--- src/rtl/wb_seq_master_pkg.sv ---
// wb_seq_master_pkg: shared state encoding, default widths and response codes
package wb_seq_master_pkg;
  typedef enum logic [1:0] {IDLE = 2'd0, BUS = 2'd1, RSP = 2'd2} state_e;
  localparam int DEF_ADDR_W = 32;
  localparam int DEF_DATA_W = 32;
  localparam logic RSP_ERR_NONE = 1'b0;
  localparam logic RSP_ERR_TIMEOUT = 1'b1;
endpackage

--- src/rtl/wb_seq_master_if.sv ---
// wb_seq_master_if: command/response channels plus Wishbone classic master bus
interface wb_seq_master_if import wb_seq_master_pkg::*; #(
  parameter int ADDR_W = DEF_ADDR_W,
  parameter int DATA_W = DEF_DATA_W
);
  logic cmd_valid_i;
  logic cmd_ready_o;
  logic cmd_we_i;
  logic [ADDR_W-1:0] cmd_adr_i;
  logic [DATA_W-1:0] cmd_dat_i;
  logic [DATA_W/8-1:0] cmd_sel_i;
  logic rsp_valid_o;
  logic rsp_ready_i;
  logic [DATA_W-1:0] rsp_dat_o;
  logic rsp_err_o;
  logic wbm_cyc_o;
  logic wbm_stb_o;
  logic wbm_we_o;
  logic [DATA_W/8-1:0] wbm_sel_o;
  logic [ADDR_W-1:0] wbm_adr_o;
  logic [DATA_W-1:0] wbm_dat_o;
  logic wbm_ack_i;
  logic [DATA_W-1:0] wbm_dat_i;
  modport master (
    input cmd_valid_i, cmd_we_i, cmd_adr_i, cmd_dat_i, cmd_sel_i, rsp_ready_i, wbm_ack_i, wbm_dat_i,
    output cmd_ready_o, rsp_valid_o, rsp_dat_o, rsp_err_o, wbm_cyc_o, wbm_stb_o, wbm_we_o, wbm_sel_o,
    wbm_adr_o, wbm_dat_o
  );
  modport slave (
    output cmd_valid_i, cmd_we_i, cmd_adr_i, cmd_dat_i, cmd_sel_i, rsp_ready_i, wbm_ack_i, wbm_dat_i,
    input cmd_ready_o, rsp_valid_o, rsp_dat_o, rsp_err_o, wbm_cyc_o, wbm_stb_o, wbm_we_o, wbm_sel_o,
    wbm_adr_o, wbm_dat_o
  );
endinterface

--- src/rtl/wb_timeout_cnt.sv ---
// wb_timeout_cnt: bus-cycle watchdog; expire is high on the last allowed wait cycle
module wb_timeout_cnt #(
  parameter int TIMEOUT_CYCLES = 255,
  parameter int TO_W = 16
) (
  input  logic clk,
  input  logic rst_n,
  input  logic clr,
  input  logic en,
  output logic expire
);
  logic [TO_W-1:0] cnt;
  always_ff @(posedge clk or negedge rst_n)
    if (!rst_n) cnt <= '0;
    else cnt <= clr ? '0 : en ? cnt + TO_W'(1) : cnt;
  assign expire = en && cnt == TO_W'(TIMEOUT_CYCLES - 1);
endmodule

--- src/rtl/wb_seq_master.sv ---
// wb_seq_master: one Wishbone classic single access per command, with timeout abort
module wb_seq_master import wb_seq_master_pkg::*; #(
  parameter int ADDR_W = DEF_ADDR_W,
  parameter int DATA_W = DEF_DATA_W,
  parameter int TIMEOUT_CYCLES = 255,
  parameter int TO_W = 16
) (
  input  logic wb_clk_i,
  input  logic wb_rst_ni,
  wb_seq_master_if.master bus,
  output logic busy_o,
  output logic stray_ack_o
);
  localparam logic [1:0] S_IDLE = IDLE;
  localparam logic [1:0] S_BUS = BUS;
  localparam logic [1:0] S_RSP = RSP;
  logic [1:0] state;
  logic we;
  logic [ADDR_W-1:0] adr;
  logic [DATA_W-1:0] dat;
  logic [DATA_W/8-1:0] sel;
  logic [DATA_W-1:0] rsp_dat;
  logic rsp_err;
  logic stray;
  logic fire;
  logic ack;
  logic expire;
  assign fire = state == S_IDLE && bus.cmd_valid_i;
  assign ack = state == S_BUS && bus.wbm_ack_i;
  wb_timeout_cnt #(.TIMEOUT_CYCLES(TIMEOUT_CYCLES), .TO_W(TO_W)) u_timeout (
    .clk(wb_clk_i),
    .rst_n(wb_rst_ni),
    .clr(fire),
    .en(state == S_BUS),
    .expire(expire)
  );
  // ack is checked before expire so an ack on the final allowed cycle still succeeds
  always_ff @(posedge wb_clk_i or negedge wb_rst_ni)
    if (!wb_rst_ni) begin
      state <= S_IDLE;
      we <= 1'b0;
      adr <= '0;
      dat <= '0;
      sel <= '0;
      rsp_dat <= '0;
      rsp_err <= RSP_ERR_NONE;
      stray <= 1'b0;
    end else begin
      if (fire) begin
        state <= S_BUS;
        we <= bus.cmd_we_i;
        adr <= bus.cmd_adr_i;
        dat <= bus.cmd_dat_i;
        sel <= bus.cmd_sel_i;
      end else if (ack || expire) begin
        state <= S_RSP;
        rsp_dat <= ack && !we ? bus.wbm_dat_i : '0;
        rsp_err <= ack ? RSP_ERR_NONE : RSP_ERR_TIMEOUT;
      end else if (state == S_RSP && bus.rsp_ready_i) begin
        state <= S_IDLE;
      end
      stray <= stray | (bus.wbm_ack_i & (state != S_BUS));
    end
  assign bus.cmd_ready_o = state == S_IDLE;
  assign bus.rsp_valid_o = state == S_RSP;
  assign bus.rsp_dat_o = rsp_dat;
  assign bus.rsp_err_o = rsp_err;
  assign bus.wbm_cyc_o = state == S_BUS;
  assign bus.wbm_stb_o = state == S_BUS;
  assign bus.wbm_we_o = we;
  assign bus.wbm_adr_o = adr;
  assign bus.wbm_dat_o = dat;
  assign bus.wbm_sel_o = sel;
  assign busy_o = state != S_IDLE;
  assign stray_ack_o = stray;
endmodule
--- src/flat_wrapper.sv ---
// flat-port wrapper written by rule: the top's interface ports become plain ports
module wb_seq_master_flat import wb_seq_master_pkg::*;
#(
  parameter int ADDR_W = DEF_ADDR_W,
  parameter int DATA_W = DEF_DATA_W,
  parameter int TIMEOUT_CYCLES = 255,
  parameter int TO_W = 16
)
  (wb_clk_i, wb_rst_ni, busy_o, stray_ack_o, bus_cmd_valid_i, bus_cmd_we_i, bus_cmd_adr_i, bus_cmd_dat_i, bus_cmd_sel_i, bus_rsp_ready_i, bus_wbm_ack_i, bus_wbm_dat_i, bus_cmd_ready_o, bus_rsp_valid_o, bus_rsp_dat_o, bus_rsp_err_o, bus_wbm_cyc_o, bus_wbm_stb_o, bus_wbm_we_o, bus_wbm_sel_o, bus_wbm_adr_o, bus_wbm_dat_o);
  wb_seq_master_if #(.ADDR_W(ADDR_W), .DATA_W(DATA_W)) bus_i ();
  input  logic wb_clk_i;
  input  logic wb_rst_ni;
  output logic busy_o;
  output logic stray_ack_o;
  input wire logic [$bits(bus_i.cmd_valid_i)-1:0] bus_cmd_valid_i;
  input wire logic [$bits(bus_i.cmd_we_i)-1:0] bus_cmd_we_i;
  input wire logic [$bits(bus_i.cmd_adr_i)-1:0] bus_cmd_adr_i;
  input wire logic [$bits(bus_i.cmd_dat_i)-1:0] bus_cmd_dat_i;
  input wire logic [$bits(bus_i.cmd_sel_i)-1:0] bus_cmd_sel_i;
  input wire logic [$bits(bus_i.rsp_ready_i)-1:0] bus_rsp_ready_i;
  input wire logic [$bits(bus_i.wbm_ack_i)-1:0] bus_wbm_ack_i;
  input wire logic [$bits(bus_i.wbm_dat_i)-1:0] bus_wbm_dat_i;
  output wire logic [$bits(bus_i.cmd_ready_o)-1:0] bus_cmd_ready_o;
  output wire logic [$bits(bus_i.rsp_valid_o)-1:0] bus_rsp_valid_o;
  output wire logic [$bits(bus_i.rsp_dat_o)-1:0] bus_rsp_dat_o;
  output wire logic [$bits(bus_i.rsp_err_o)-1:0] bus_rsp_err_o;
  output wire logic [$bits(bus_i.wbm_cyc_o)-1:0] bus_wbm_cyc_o;
  output wire logic [$bits(bus_i.wbm_stb_o)-1:0] bus_wbm_stb_o;
  output wire logic [$bits(bus_i.wbm_we_o)-1:0] bus_wbm_we_o;
  output wire logic [$bits(bus_i.wbm_sel_o)-1:0] bus_wbm_sel_o;
  output wire logic [$bits(bus_i.wbm_adr_o)-1:0] bus_wbm_adr_o;
  output wire logic [$bits(bus_i.wbm_dat_o)-1:0] bus_wbm_dat_o;
  assign bus_i.cmd_valid_i = bus_cmd_valid_i;
  assign bus_i.cmd_we_i = bus_cmd_we_i;
  assign bus_i.cmd_adr_i = bus_cmd_adr_i;
  assign bus_i.cmd_dat_i = bus_cmd_dat_i;
  assign bus_i.cmd_sel_i = bus_cmd_sel_i;
  assign bus_i.rsp_ready_i = bus_rsp_ready_i;
  assign bus_i.wbm_ack_i = bus_wbm_ack_i;
  assign bus_i.wbm_dat_i = bus_wbm_dat_i;
  assign bus_cmd_ready_o = bus_i.cmd_ready_o;
  assign bus_rsp_valid_o = bus_i.rsp_valid_o;
  assign bus_rsp_dat_o = bus_i.rsp_dat_o;
  assign bus_rsp_err_o = bus_i.rsp_err_o;
  assign bus_wbm_cyc_o = bus_i.wbm_cyc_o;
  assign bus_wbm_stb_o = bus_i.wbm_stb_o;
  assign bus_wbm_we_o = bus_i.wbm_we_o;
  assign bus_wbm_sel_o = bus_i.wbm_sel_o;
  assign bus_wbm_adr_o = bus_i.wbm_adr_o;
  assign bus_wbm_dat_o = bus_i.wbm_dat_o;
  wb_seq_master #(.ADDR_W(ADDR_W), .DATA_W(DATA_W), .TIMEOUT_CYCLES(TIMEOUT_CYCLES), .TO_W(TO_W)) u_core (.wb_clk_i(wb_clk_i), .wb_rst_ni(wb_rst_ni), .bus(bus_i), .busy_o(busy_o), .stray_ack_o(stray_ack_o));
endmodule
--- config.mk ---
export PLATFORM = sky130hd
export DESIGN_NAME = wb_seq_master_flat
export DESIGN_NICKNAME = d
export VERILOG_FILES = /design/src/rtl/wb_seq_master_pkg.sv /design/src/rtl/wb_seq_master_if.sv /design/src/rtl/wb_timeout_cnt.sv /design/src/rtl/wb_seq_master.sv /design/src/flat_wrapper.sv
export SDC_FILE = /design/constraint.sdc
export NUM_CORES = 1
export LEC_CHECK = 0
export BUFFER_PORTS_ARGS = -buffer_cell sky130_fd_sc_hd__buf_4
export CAP_MARGIN = 20
export CELL_PAD_IN_SITES_DETAIL_PLACEMENT = 2
export CELL_PAD_IN_SITES_GLOBAL_PLACEMENT = 2
export CORE_MARGIN = 5
export CORE_UTILIZATION = 24
export DETAILED_ROUTE_END_ITERATION = 10
export GPL_ROUTABILITY_DRIVEN = 0
export GPL_TIMING_DRIVEN = 1
export PLACE_DENSITY = 0.74
export SLEW_MARGIN = 5
export SYNTH_ARGS = -nofsm -noshare
export SYNTH_HDL_FRONTEND = slang
export SYNTH_SLANG_ARGS = --single-unit
--- constraint.sdc ---
create_clock -name wb_clk_i -period 1.9 [get_ports wb_clk_i]
set_input_delay 0.095 -clock wb_clk_i [delete_from_list [all_inputs] [get_ports wb_clk_i]]
set_output_delay 0.095 -clock wb_clk_i [all_outputs]
set_load 0.05 [all_outputs]
# Word-level counts from Yosys, hierarchy flattened
# Cells that the tools add are included.
# totals
latchBits	0
n_memories	0
output_inout_bits	108
elab_cells	36
ram_bits	0
mem_bits_ro	0
in_bits	106
ff_bits	121
# op_classes
n_lt_le_gt_ge	0
n_eq_ne	4
n_reduce_logical	12
mul	0
shifts	0
n_mux	7
n_bitwise	3
add_sub_neg	1
n_div	0
# op_table
op	n
2-to-1 mux 16 bit	2
2-to-1 mux 32 bit	1
adder 16 x 1 -> 16 bit (second input constant)	1
== test 16 x 8 -> 1 bit (second input constant)	1
2-to-1 mux 2 bit	3
logical AND 1 bit	5
nonzero test 2 bit	2
nonzero test 3 bit	1
== test 2 x 1 -> 1 bit (second input constant)	1
== test 2 bit (second input constant)	1
zero test 2 bit	1
!= test 2 x 1 -> 1 bit (second input constant)	1
AND reduction 2 bit	1
AND 1 bit	1
zero test 1 bit	1
logical OR 1 bit	1
2-to-1 mux 1 bit	1
NOT 1 bit	1
bitwise OR 1 bit	1

# Logic depth before layout (Yosys ltp)
# Gate-level depths: netlist (run 1).
# depth
ltp_word	5
mapped_depth	7
depth_no_buf	6

# Cells and area by module
# A second synthesis (run 1) with hierarchy kept.
# hier_totals
cells_unflattened	332
hier_area_um2	4870.9
# modules_own_cells
mod	instances	area_per_inst_um2	cells_each	seq_area_each_um2
wb_seq_master	1	4007.6	241	2627.5
wb_timeout_cnt	1	863.3	91	400.4

# Worst setup path before layout (run 1)
# OpenSTA, ideal clock, no wires.
# synth_timing
kind	reg-to-reg
start	register u_core.state[0]
end	register u_core.u_timeout.cnt[8]
arrival_time_ps	1891
path_buffers	1
synth_period_minus_slack_ps	2022
setup_time_ps	131
required_ps	1769
setup_slack_ps	-122
path_stages_with_launch	6
path_cell_list	dfrtp_1 -> nor2_1 -> nand2_1 -> clkbuf_1 -> nand2_1 -> a31oi_1
# synth_via
elab_chain_cells	3
word_cells_on_any_way	5
classes_between	eq/ne: 1; mux: 1; reduce/logical: 3
# synth_rtl
element	line	text
start: declaration	wb_seq_master.sv:17	logic [1:0] state;
start signal: assignment	wb_seq_master.sv:40	state <= S_IDLE;
start signal: assignment	wb_seq_master.sv:50	state <= S_BUS;
start signal: assignment	wb_seq_master.sv:56	state <= S_RSP;
zero test 2 bit *	--	
via bus_cmd_ready_o	flat_wrapper.sv:23	output wire logic [$bits(bus_i.cmd_ready_o)-1:0] bus_cmd_ready_o;
logical AND 1 bit *	wb_seq_master.sv:28	assign fire = state == S_IDLE && bus.cmd_valid_i;
2-to-1 mux 16 bit / nonzero test 2 bit (equally long branches)	--	
end signal: assignment	wb_timeout_cnt.sv:15	else cnt <= clr ? '0 : en ? cnt + TO_W'(1) : cnt;
end: declaration	wb_timeout_cnt.sv:12	logic [TO_W-1:0] cnt;
# Mark *: on every way through the listed nets, which the timed path passes. The rest lies on a longest branch.
# A chain may end at the register's enable or synchronous reset.

# Final worst setup path (run 1)
# layout_timing
start	register u_core.u_timeout.cnt[12]
end	register u_core.rsp_dat[2] (netlist: u_core.bus.rsp_dat_o[2])
# layout_via
elab_chain_cells	4
# layout_rtl
element	line	text
== test 16 x 8 -> 1 bit	wb_timeout_cnt.sv:16	assign expire = en && cnt == TO_W'(TIMEOUT_CYCLES - 1);
logical AND 1 bit	wb_timeout_cnt.sv:16	
logical OR 1 bit	wb_seq_master.sv:55	end else if (ack || expire) begin
AND reduction 2 bit (no source line)	--	
end signal: assignment	wb_seq_master.sv:57	rsp_dat <= ack && !we ? bus.wbm_dat_i : '0;
end: declaration	wb_seq_master.sv:22	logic [DATA_W-1:0] rsp_dat;
# Every way passes these cells.

==> flow_summary_export.csv, run 1 <==
group,metric,value,unit
outcome,status,"finished clean",
grt,gr-usage-met2,34.6,%
synthesis,synth_edf_count,0,
timing,rsz0062_at_grt,"yes",
clock_network,ctsHtreeMaxLevel,4,
floorplanning,die_h,151,um
grt,use_met1,19.7,%
synthesis,synth_cells,480,
final_layout,nets,923,
critical_path,required,2.19,ns
final_layout,drive_gt1_share,34.0,%
synthesis,async_flop_share,100,%
detailed_routing,via_per_inst,4.44,
synthesis,ys_seq_elements,121,
run,max_cap_violations,0,
final_layout,antenna_cells,0,
place,place_ws,-0.0436,ns
critical_path,start_kind,"flop",
timing,worst_pin_slew,0.577,ns
floorplanning,core_area,19500,um^2
timing,fin_crit_sh,99.7,%
floorplanning,die_w,151,um
clock_network,clkTransAtPathRegs,0.06,ns
detailed_routing,wire_per_inst,19.2,um
worst_hold_path,hold_path_class,"input pin to asynchronous set/reset pin",
detailed_routing,drc,0,
timing,fmax,0.528,GHz
detailed_routing,via_count,4850,
synthesis,synth.net_count,588,
floorplanning,die_area,22800,um^2
place,place.detailed.hpwl,13000,um
timing,clock_skew,0.00962,ns
synthesis,yosys_warnings,0,
final_layout,area_delta_synth_final,78.4,%
synthesis,synthesis.area,4770,um^2
synthesis,synth_cell_types,32,
grt,grt_pass1_vias,5829,
timing,hold_violations,0,
timing,fin_ws,0.00500,ns
clock_network,clock_sinks,121,
detailed_routing,finalWirelength,20900,um
power_and_ir_drop,power_per_cell_area,1930,nW/um^2
timing,maxSlewViolCount,0,
synthesis,synth_top_area_share,63.5,%
synthesis,syn_avg_cell_area,9.94,um^2
synthesis,synth.top_cells.by_count,"nand2_1, dfrtp_1, a22o_1",
place,portBuffers,213,
critical_path,crit_arrival,2.18,ns
timing,max-slew-margin-rel,61.3,%
synthesis,yosysSeqAreaShare,63.5,%
timing,period_minus_slack,1.89,ns
final_layout,final_util,43.6,%
synthesis,synthFlopType,"dfrtp_1",
power_and_ir_drop,ir_worst_vdd,0.838,mV
detailed_routing,drtAntennaViolNets,0,
floorplanning,io_pins,214,
synthesis,synth_top_area_cell,"dfrtp_1",
timing,setup_tns,0,ns
critical_path,critical_path_class,"flop to flop",
clock_network,cts_tree,"built",
clock_network,max-clock-path-buffers,2,
grt,grt_pass1_wl,32700,um
clock_network,clk_latency,0.42,ns
floorplanning,num_rows,51,
synthesis,synth.area.top_cells,"dfrtp_1, nand2_1, a22o_1",
grt,overflow,0,
power_and_ir_drop,p_leak,4.40,nW
floorplanning,initial_utilization,24.4,%
clock_network,cts-root-buf,"clkbuf_16",
clock_network,numCtsBuffers,17,
grt,use_met3,6.85,%
grt,top_usage_layer,"met2",
detailed_routing,dr.pass1.iters,4,
grt,grt_start_max_net_pins,81,
timing,finalSetupViolations,0,
synthesis,synth_most_common_cell,"nand2_1",
detailed_routing,drt-initial-drc-count,124,
grt,antenna_found_initial,0,
grt,grt_usage,18.7,%
critical_path,endpoint_kind,"flop",
power_and_ir_drop,power,16.5,mW
critical_path,crit_fanout,32,
-- worst max-delay path: stages (launching register included) --
cell and delay, ns:
dfrtp_1 0.39, or4_4 0.58, o41ai_4 0.32, nand2_4 0.08, buf_12 0.17, a22o_1 0.22
-- final timing paths --
check                      slack, ns                              endpoint                                  from  cells after the start
max                            0.005   u_core.bus.rsp_dat_o[2]$_DFFE_PN0P_  u_core.u_timeout.cnt[12]$_DFFE_PN0P_                      5
min                             0.20  u_core.bus.wbm_dat_o[12]$_DFFE_PN0P_                             wb_rst_ni                      2
max reg2reg                    0.005   u_core.bus.rsp_dat_o[2]$_DFFE_PN0P_  u_core.u_timeout.cnt[12]$_DFFE_PN0P_                      5
min reg2reg                     0.46          u_core.stray_ack_o$_DFF_PN0_          u_core.stray_ack_o$_DFF_PN0_                      1
max in group asynchronous       0.99  u_core.bus.wbm_adr_o[31]$_DFFE_PN0P_                             wb_rst_ni                      3
min in group wb_clk_i           0.42   u_core.bus.wbm_adr_o[8]$_DFFE_PN0P_                      bus_cmd_adr_i[8]                      4
-- state kept, by name, summed over array words and instances, names as in the netlist --
name / cells
u_core.bus.wbm_sel_o: 4
u_core.bus.wbm_we_o: 1
u_core.bus.wbm_adr_o: 32
u_core.bus.wbm_dat_o: 32
u_core.u_timeout.cnt: 16
u_core.stray_ack_o: 1
u_core.state: 2
u_core.bus.rsp_err_o: 1
u_core.bus.rsp_dat_o: 32
-- where the power goes --
part | switching (mW) | internal [mW]
registers | 0.760 | 3.70
logic | 6.04 | 2.58
clock network | 1.26 | 2.11
total | 8.06 | 8.39
-- what timing repair did --
item,CTS,global route
setup buffers,1,0
endpoints found under the hold margin,139,0
endpoints found under the setup margin,34,34
pin swaps,0,0
hold buffers,105,0
resized for setup,2,1
-- kinds of logic after synthesis --
family	count (synthesis)	share of synthesized area, %
compound gates	53	8.92
flops	121	63.5
buf+inv	31	2.99
fa+ha+maj	2	0.525
mux	8	1.68
simple gates	265	22.4
-- cell type report --
cell class,count,area [um^2]
well taps,265,332
repair buffers,342,2910
inverters,5,18.8
clock buffers,18,439
fillers,2110,11000
clock inverters,13,168
multi-input cells,328,1620
flip-flops and latches,121,3030
-- through the flow --
stage | cell area [um^2] | instances | hold WS (ns)
2_1_floorplan | 4770 | 480 | -0.201
3_3_place_gp | 6840 | 955 | 0.102
3_5_place_dp | 6840 | 955 | 0.112
4_1_cts | 8510 | 1092 | 0.207
5_1_grt | 8510 | 1092 | 0.237
6_report | 8510 | 1092 | 0.205
-- cells in the final DEF, fill, tap and decap left out, types with 4 or more instances in the layout --
cell,netlist,final
nor2_1,9,8
o21ai_0,7,7
nand4_1,5,5
nand2_1,227,226
a21oi_1,6,6
buf_12,0,6
inv_1,5,4
nand3_1,8,8
clkbuf_16,0,17
dlygate4sd3_1,0,105
inv_6,0,4
a31oi_1,4,4
mux2i_1,8,8
dfrtp_1,121,121
a22o_1,30,30
buf_4,1,231
-- routing by layer --
| metal | part of all wire [%] | routed length (um) | up-vias |
|---|---|---|---|
| li1 | - | - | 2238 |
| met1 | 36 | 7590 | 2408 |
| met2 | 54 | 11200 | 170 |
| met3 | 7.7 | 1620 | 34 |
| met4 | 2.3 | 490 | 0 |
| met5 | 0 | 0 | - |
Note: power is estimated with default switching activity, not from simulation.
==> run 2, diff against run 1 <==
Settings changed: BUFFER_PORTS_ARGS -buffer_cell sky130_fd_sc_hd__buf_4 to -buffer_cell sky130_fd_sc_hd__buf_2.
==> flow_summary_export.csv, run 2 (synthesized netlist as in run 1, its figures left out) <==
group,metric,value,unit
critical_path,r2r_cells,5,
power_and_ir_drop,power_per_cell_area,2020,nW/um^2
floorplanning,die_area,22800,um^2
floorplanning,io_pins,214,
floorplanning,die_w,151,um
grt,grt_pass1_wl,35200,um
timing,setup_tns,-0.0712,ns
critical_path,crit_arrival,2.23,ns
clock_network,numCtsBuffers,17,
timing,fin_crit_sh,101,%
clock_network,cts-root-buf,"clkbuf_16",
floorplanning,initial_utilization,24.4,%
critical_path,required,2.20,ns
final_layout,final_cell_mix,"nand2_1, buf_2, dfrtp_1",
final_layout,design_area,8070,um^2
critical_path,crit_cells,5,
detailed_routing,finalWirelength,22500,um
detailed_routing,drtAntennaViolNets,0,
final_layout,multi_input_area,1680,um^2
timing,period_minus_slack,1.92,ns
detailed_routing,drt-initial-drc-count,136,
timing,hold_violations,0,
timing,clock_skew,0.0173,ns
floorplanning,num_rows,51,
clock_network,max-clock-path-buffers,2,
clock_network,clkTransAtPathRegs,0.07,ns
worst_hold_path,hold_path_class,"input pin to flop",
timing,max-slew-margin-rel,70.3,%
place,portBuffers,213,
floorplanning,die_h,151,um
timing,fin_ws,-0.0218,ns
critical_path,critPathSlowestCell,"or4_4",
timing,maxSlewViolCount,0,
place,placed_area,6290,um^2
final_layout,seq_area,3030,um^2
critical_path,critical_path_class,"flop to flop",
detailed_routing,drc,0,
grt,grt_usage,20.3,%
power_and_ir_drop,comb_power_share,49.7,%
power_and_ir_drop,internal-power,7.88,mW
clock_network,clk_latency,0.43,ns
run,max_cap_violations,0,
power_and_ir_drop,p_leak,4.29,nW
critical_path,crit_path_cell_trace,"or4_4, o41ai_4, buf_6, nand2_8, a22o_1",
final_layout,stdcell_count,1095,
critical_path,slowest_delay,0.58,ns
grt,antenna_found_initial,3,
final_layout,n_fill_cell,2091,
power_and_ir_drop,pwr-share-clk,22.7,%
grt,grt_pass1_vias,6165,
critical_path,endpoint_kind,"flop",
critical_path,crit_fanout,16,
detailed_routing,via_count,5012,
power_and_ir_drop,p_sw,8.39,mW
power_and_ir_drop,swShare,51.6,%
clock_network,ctsHtreeMaxLevel,4,
outcome,failed_checks,"negative setup slack",
floorplanning,core_area,19500,um^2
timing,fmax,0.520,GHz
critical_path,start_kind,"flop",
detailed_routing,wire_per_inst,20.5,um
detailed_routing,via_per_inst,4.58,
grt,grt_start_max_net_pins,81,
timing,worst_pin_slew,0.441,ns
outcome,status,"complete, but fails checks",
timing,finalSetupViolations,5,
final_layout,drive_gt1_share,34.4,%
final_layout,layout_commonest_cell,"nand2_1",
detailed_routing,dr.pass1.iters,4,
timing,rsz0062_at_grt,"yes",
critical_path,cp_top_family,"simple AND/OR/NAND/NOR gates",
place,place.detailed.hpwl,12400,um
place,dp_cells,954,
power_and_ir_drop,ir_worst_vdd,0.878,mV
power_and_ir_drop,seqPwrFrac,27.6,%
final_layout,nets,923,
final_layout,area_delta_synth_final,69.3,%
worst_hold_path,whs_path_depth,3,
clock_network,cts_tree,"built",
grt,overflow,0,
critical_path,cp_num_buf_inv,1,
clock_network,clock_sinks,121,
==> run 2: final cells by class <==
type | instances | share of cell area (%)
inverter | 5 | 0.294
sequential | 121 | 37.5
clock inverter | 15 | 2.84
antenna | 2 | 0.0620
clock buffer | 17 | 5.27
multi-input combinational | 330 | 20.8
timing repair buffer | 340 | 29.1
tap | 265 | 4.11
==> run 2: worst paths after layout <==
path,end,slack [ns],from
max reg2reg,u_core.bus.rsp_dat_o[1]$_DFFE_PN0P_,-0.02,u_core.u_timeout.cnt[9]$_DFFE_PN0P_
min in group asynchronous,u_core.bus.wbm_dat_o[12]$_DFFE_PN0P_,0.12,wb_rst_ni
max,u_core.bus.rsp_dat_o[1]$_DFFE_PN0P_,-0.02,u_core.u_timeout.cnt[9]$_DFFE_PN0P_
min,u_core.state[1]$_DFFE_PN0P_,0.02,bus_rsp_ready_i
min reg2reg,u_core.stray_ack_o$_DFF_PN0_,0.45,u_core.stray_ack_o$_DFF_PN0_
max in group asynchronous,u_core.bus.wbm_adr_o[31]$_DFFE_PN0P_,1.13,wb_rst_ni
==> run 2: worst reg2reg max path, stage by stage (launching register included) <==
cell and delay, ns:
dfrtp_1 0.38, or4_4 0.58, o41ai_4 0.26, buf_6 0.22, nand2_8 0.13, a22o_1 0.23
==> run 2: metal layers <==
metal	up-vias	part of all wire (%)	track usage (%)
li1	2252	-	-
met1	2512	37	21.1
met2	198	54	37.6
met3	48	6.7	6.58
met4	2	3.0	7.89
met5	-	0.031	0
==> run 2: through the flow <==
stage | setup slack (ns) | util (%) | power (mW) | hold WS, ns
2_1_floorplan | 0.0326 | - | 9.79 | -0.201
3_3_place_gp | -0.0764 | 32.2 | 11.7 | -0.000452
3_5_place_dp | -0.159 | 32.2 | 12.0 | 0.00199
4_1_cts | -0.0693 | 41.2 | 16.1 | 0.0204
5_1_grt | -0.110 | 41.3 | 17.1 | 0.0234
6_report | -0.0218 | 41.3 | 16.3 | 0.0243
==> run 2: power by group through the flow <==
stage | logic (mW) | registers [mW] | clock network, mW
after floorplan | 1.83 | 7.95 | 0
after global placement | 7.40 | 4.33 | 0
after detailed placement | 7.62 | 4.40 | 0
after CTS | 7.95 | 4.41 | 3.73
after global routing | 8.55 | 4.61 | 3.90
final | 8.09 | 4.48 | 3.69
==> run 2: timing repair <==
action,4_1_cts,5_1_grt
cloned,2,0
buffers inserted,1,0
resized for setup,10,3
endpoints found under the hold margin,225,0
endpoints found under the setup margin,34,36
pin swaps,3,2
hold buffers,104,0
==> run 3, diff against run 2 <==
Settings changed: PLACE_DENSITY 0.74 to unset, PLACE_DENSITY_LB_ADDON set to 0.05.
==> flow_summary_export.csv, run 3 (synthesized netlist as in run 1, its figures left out) <==
group,metric,value,unit
outcome,status,"finished clean",
grt,grt_pass1_wl,30100,um
clock_network,cts-root-buf,"clkbuf_16",
timing,maxSlewViolCount,0,
detailed_routing,via_count,4756,
floorplanning,die_h,151,um
final_layout,n_fill_cell,2148,
worst_hold_path,hold_path_class,"input pin to flop",
clock_network,clk_latency,0.42,ns
timing,worst_pin_slew,0.534,ns
critical_path,endpoint_kind,"flop",
final_layout,stdcell_count,1095,
critical_path,cp_top_family,"simple AND/OR/NAND/NOR gates",
floorplanning,initial_utilization,24.4,%
critical_path,r2r_cells,5,
timing,rsz0062_at_grt,"yes",
place,portBuffers,213,
detailed_routing,wire_per_inst,17.3,um
detailed_routing,drc,0,
worst_hold_path,min_to,"u_core.state[0]$_DFFE_PN0P_",
timing,clock_skew,0.00930,ns
grt,grt_start_max_net_pins,81,
critical_path,crit_fanout,32,
final_layout,final_util,41.1,%
detailed_routing,drt-initial-drc-count,114,
final_layout,antenna_cells,0,
clock_network,clock_sinks,121,
grt,antenna_found_initial,0,
timing,hold_ws,0.0247,ns
final_layout,layout_commonest_cell,"nand2_1",
critical_path,r2r_start,"u_core.u_timeout.cnt[12]$_DFFE_PN0P_",
timing,period_minus_slack,1.84,ns
critical_path,r2r_end,"u_core.bus.rsp_dat_o[15]$_DFFE_PN0P_",
critical_path,start_kind,"flop",
final_layout,area_delta_synth_final,68.3,%
detailed_routing,finalWirelength,19000,um
critical_path,r2r_slack,0.06,ns
floorplanning,die_w,151,um
place,dp_cells,957,
grt,grt_usage,16.9,%
power_and_ir_drop,p_leak,4.28,nW
clock_network,cts_tree,"built",
place,place.detailed.hpwl,12300,um
floorplanning,die_area,22800,um^2
worst_hold_path,min_from,"bus_cmd_valid_i",
clock_network,max-clock-path-buffers,2,
critical_path,cp_num_buf_inv,1,
critical_path,critical_path_class,"flop to flop",
clock_network,ctsHtreeMaxLevel,4,
final_layout,final_cell_mix,"nand2_1, buf_2, dfrtp_1",
worst_hold_path,whs_path_depth,3,
critical_path,crit_arrival,2.14,ns
power_and_ir_drop,power_per_cell_area,1950,nW/um^2
timing,fin_crit_sh,97.1,%
critical_path,crit_path_cell_trace,"or4_4, o41ai_4, nand2_4, buf_12, a22o_2",
grt,grt_pass1_vias,5516,
final_layout,nets,925,
timing,max-slew-margin-rel,64.4,%
detailed_routing,drtAntennaViolNets,0,
critical_path,critPathSlowestCell,"or4_4",
critical_path,slowest_delay,0.57,ns
clock_network,numCtsBuffers,17,
critical_path,required,2.20,ns
timing,finalSetupViolations,0,
floorplanning,core_area,19500,um^2
clock_network,clkTransAtPathRegs,0.05,ns
floorplanning,io_pins,214,
power_and_ir_drop,power,15.7,mW
detailed_routing,via_per_inst,4.34,
timing,hold_violations,0,
timing,fmax,0.542,GHz
grt,overflow,0,
detailed_routing,dr.pass1.iters,4,
final_layout,drive_gt1_share,34.2,%
run,max_cap_violations,0,
power_and_ir_drop,ir_worst_vdd,0.617,mV
floorplanning,num_rows,51,
## run 3: cell types whose count changed in the layout (fill, tap and decap cells not counted), moves of 2 or more
| cell | delta |
|---|---|
| buf_4 | +6 |
| clkinvlp_4 | +3 |
| diode_2 | -2 |
| inv_8 | -5 |
| nand2_8 | -2 |
## run 3: metal layers
metal  track usage (%)  wire length, um  vias up
li1                  -                -     2241
met1              19.8             7640     2356
met2              29.5             9660      138
met3              5.21             1350       21
met4              5.58              304        0
met5                 0                0        -
## run 3: worst max-delay path by stage
stage / slack [ns] / depth (start not counted) / to / startpoint
final: 0.06 / 5 / u_core.bus.rsp_dat_o[15]$_DFFE_PN0P_ / u_core.u_timeout.cnt[12]$_DFFE_PN0P_
after global routing: -0.02 / 7 / u_core.bus.rsp_dat_o[16]$_DFFE_PN0P_ / u_core.u_timeout.cnt[0]$_DFFE_PN0P_
after CTS: 0.05 / 7 / u_core.bus.rsp_dat_o[16]$_DFFE_PN0P_ / u_core.u_timeout.cnt[0]$_DFFE_PN0P_
after detailed placement: -0.05 / 5 / u_core.bus.rsp_dat_o[16]$_DFFE_PN0P_ / u_core.u_timeout.cnt[13]$_DFFE_PN0P_
after global placement: -0.01 / 5 / u_core.bus.rsp_dat_o[16]$_DFFE_PN0P_ / u_core.u_timeout.cnt[13]$_DFFE_PN0P_
after floorplan: 0.03 / 5 / u_core.bus.rsp_dat_o[0]$_DFFE_PN0P_ / u_core.u_timeout.cnt[13]$_DFFE_PN0P_
## run 3: what timing repair did
action	in CTS	in global routing
buffers inserted	1	1
cloned	0	0
gates resized for setup	5	1
endpoints found under the hold margin	138	0
hold buffers	104	0
endpoints found under the setup margin	34	34
## run 3: cell type report
cell class	instances	area (um^2)	share of cell area (%)
clock inverters	13	191	2.38
multi-input cells	328	1620	20.2
well taps	265	332	4.13
repair buffers	344	2390	29.8
inverters	5	21.3	0.265
clock buffers	19	443	5.52
flip-flops and latches	121	3030	37.7
## run 3: where the power goes
part | internal, mW | switching (mW)
Sequential | 3.70 | 0.655
Combinational | 1.91 | 5.92
Clock | 2.24 | 1.25
Total | 7.85 | 7.82
## run 3: metrics by stage
| stage | TNS [ns] | instance area (um^2) | setup slack (ns) |
|---|---|---|---|
| final | 0 | 8030 | 0.0558 |
| after global routing | -0.112 | 8030 | -0.0250 |
| after CTS | 0 | 8020 | 0.0483 |
| after detailed placement | -0.708 | 6320 | -0.0539 |
| after global placement | -0.0222 | 6320 | -0.0115 |
| after floorplan | 0 | 4770 | 0.0326 |
## run 3: worst register-to-register path, cell delays in order, from the launching register on
cell and delay [ns]:
dfrtp_1 0.37, or4_4 0.57, o41ai_4 0.30, nand2_4 0.09, buf_12 0.17, a22o_2 0.23
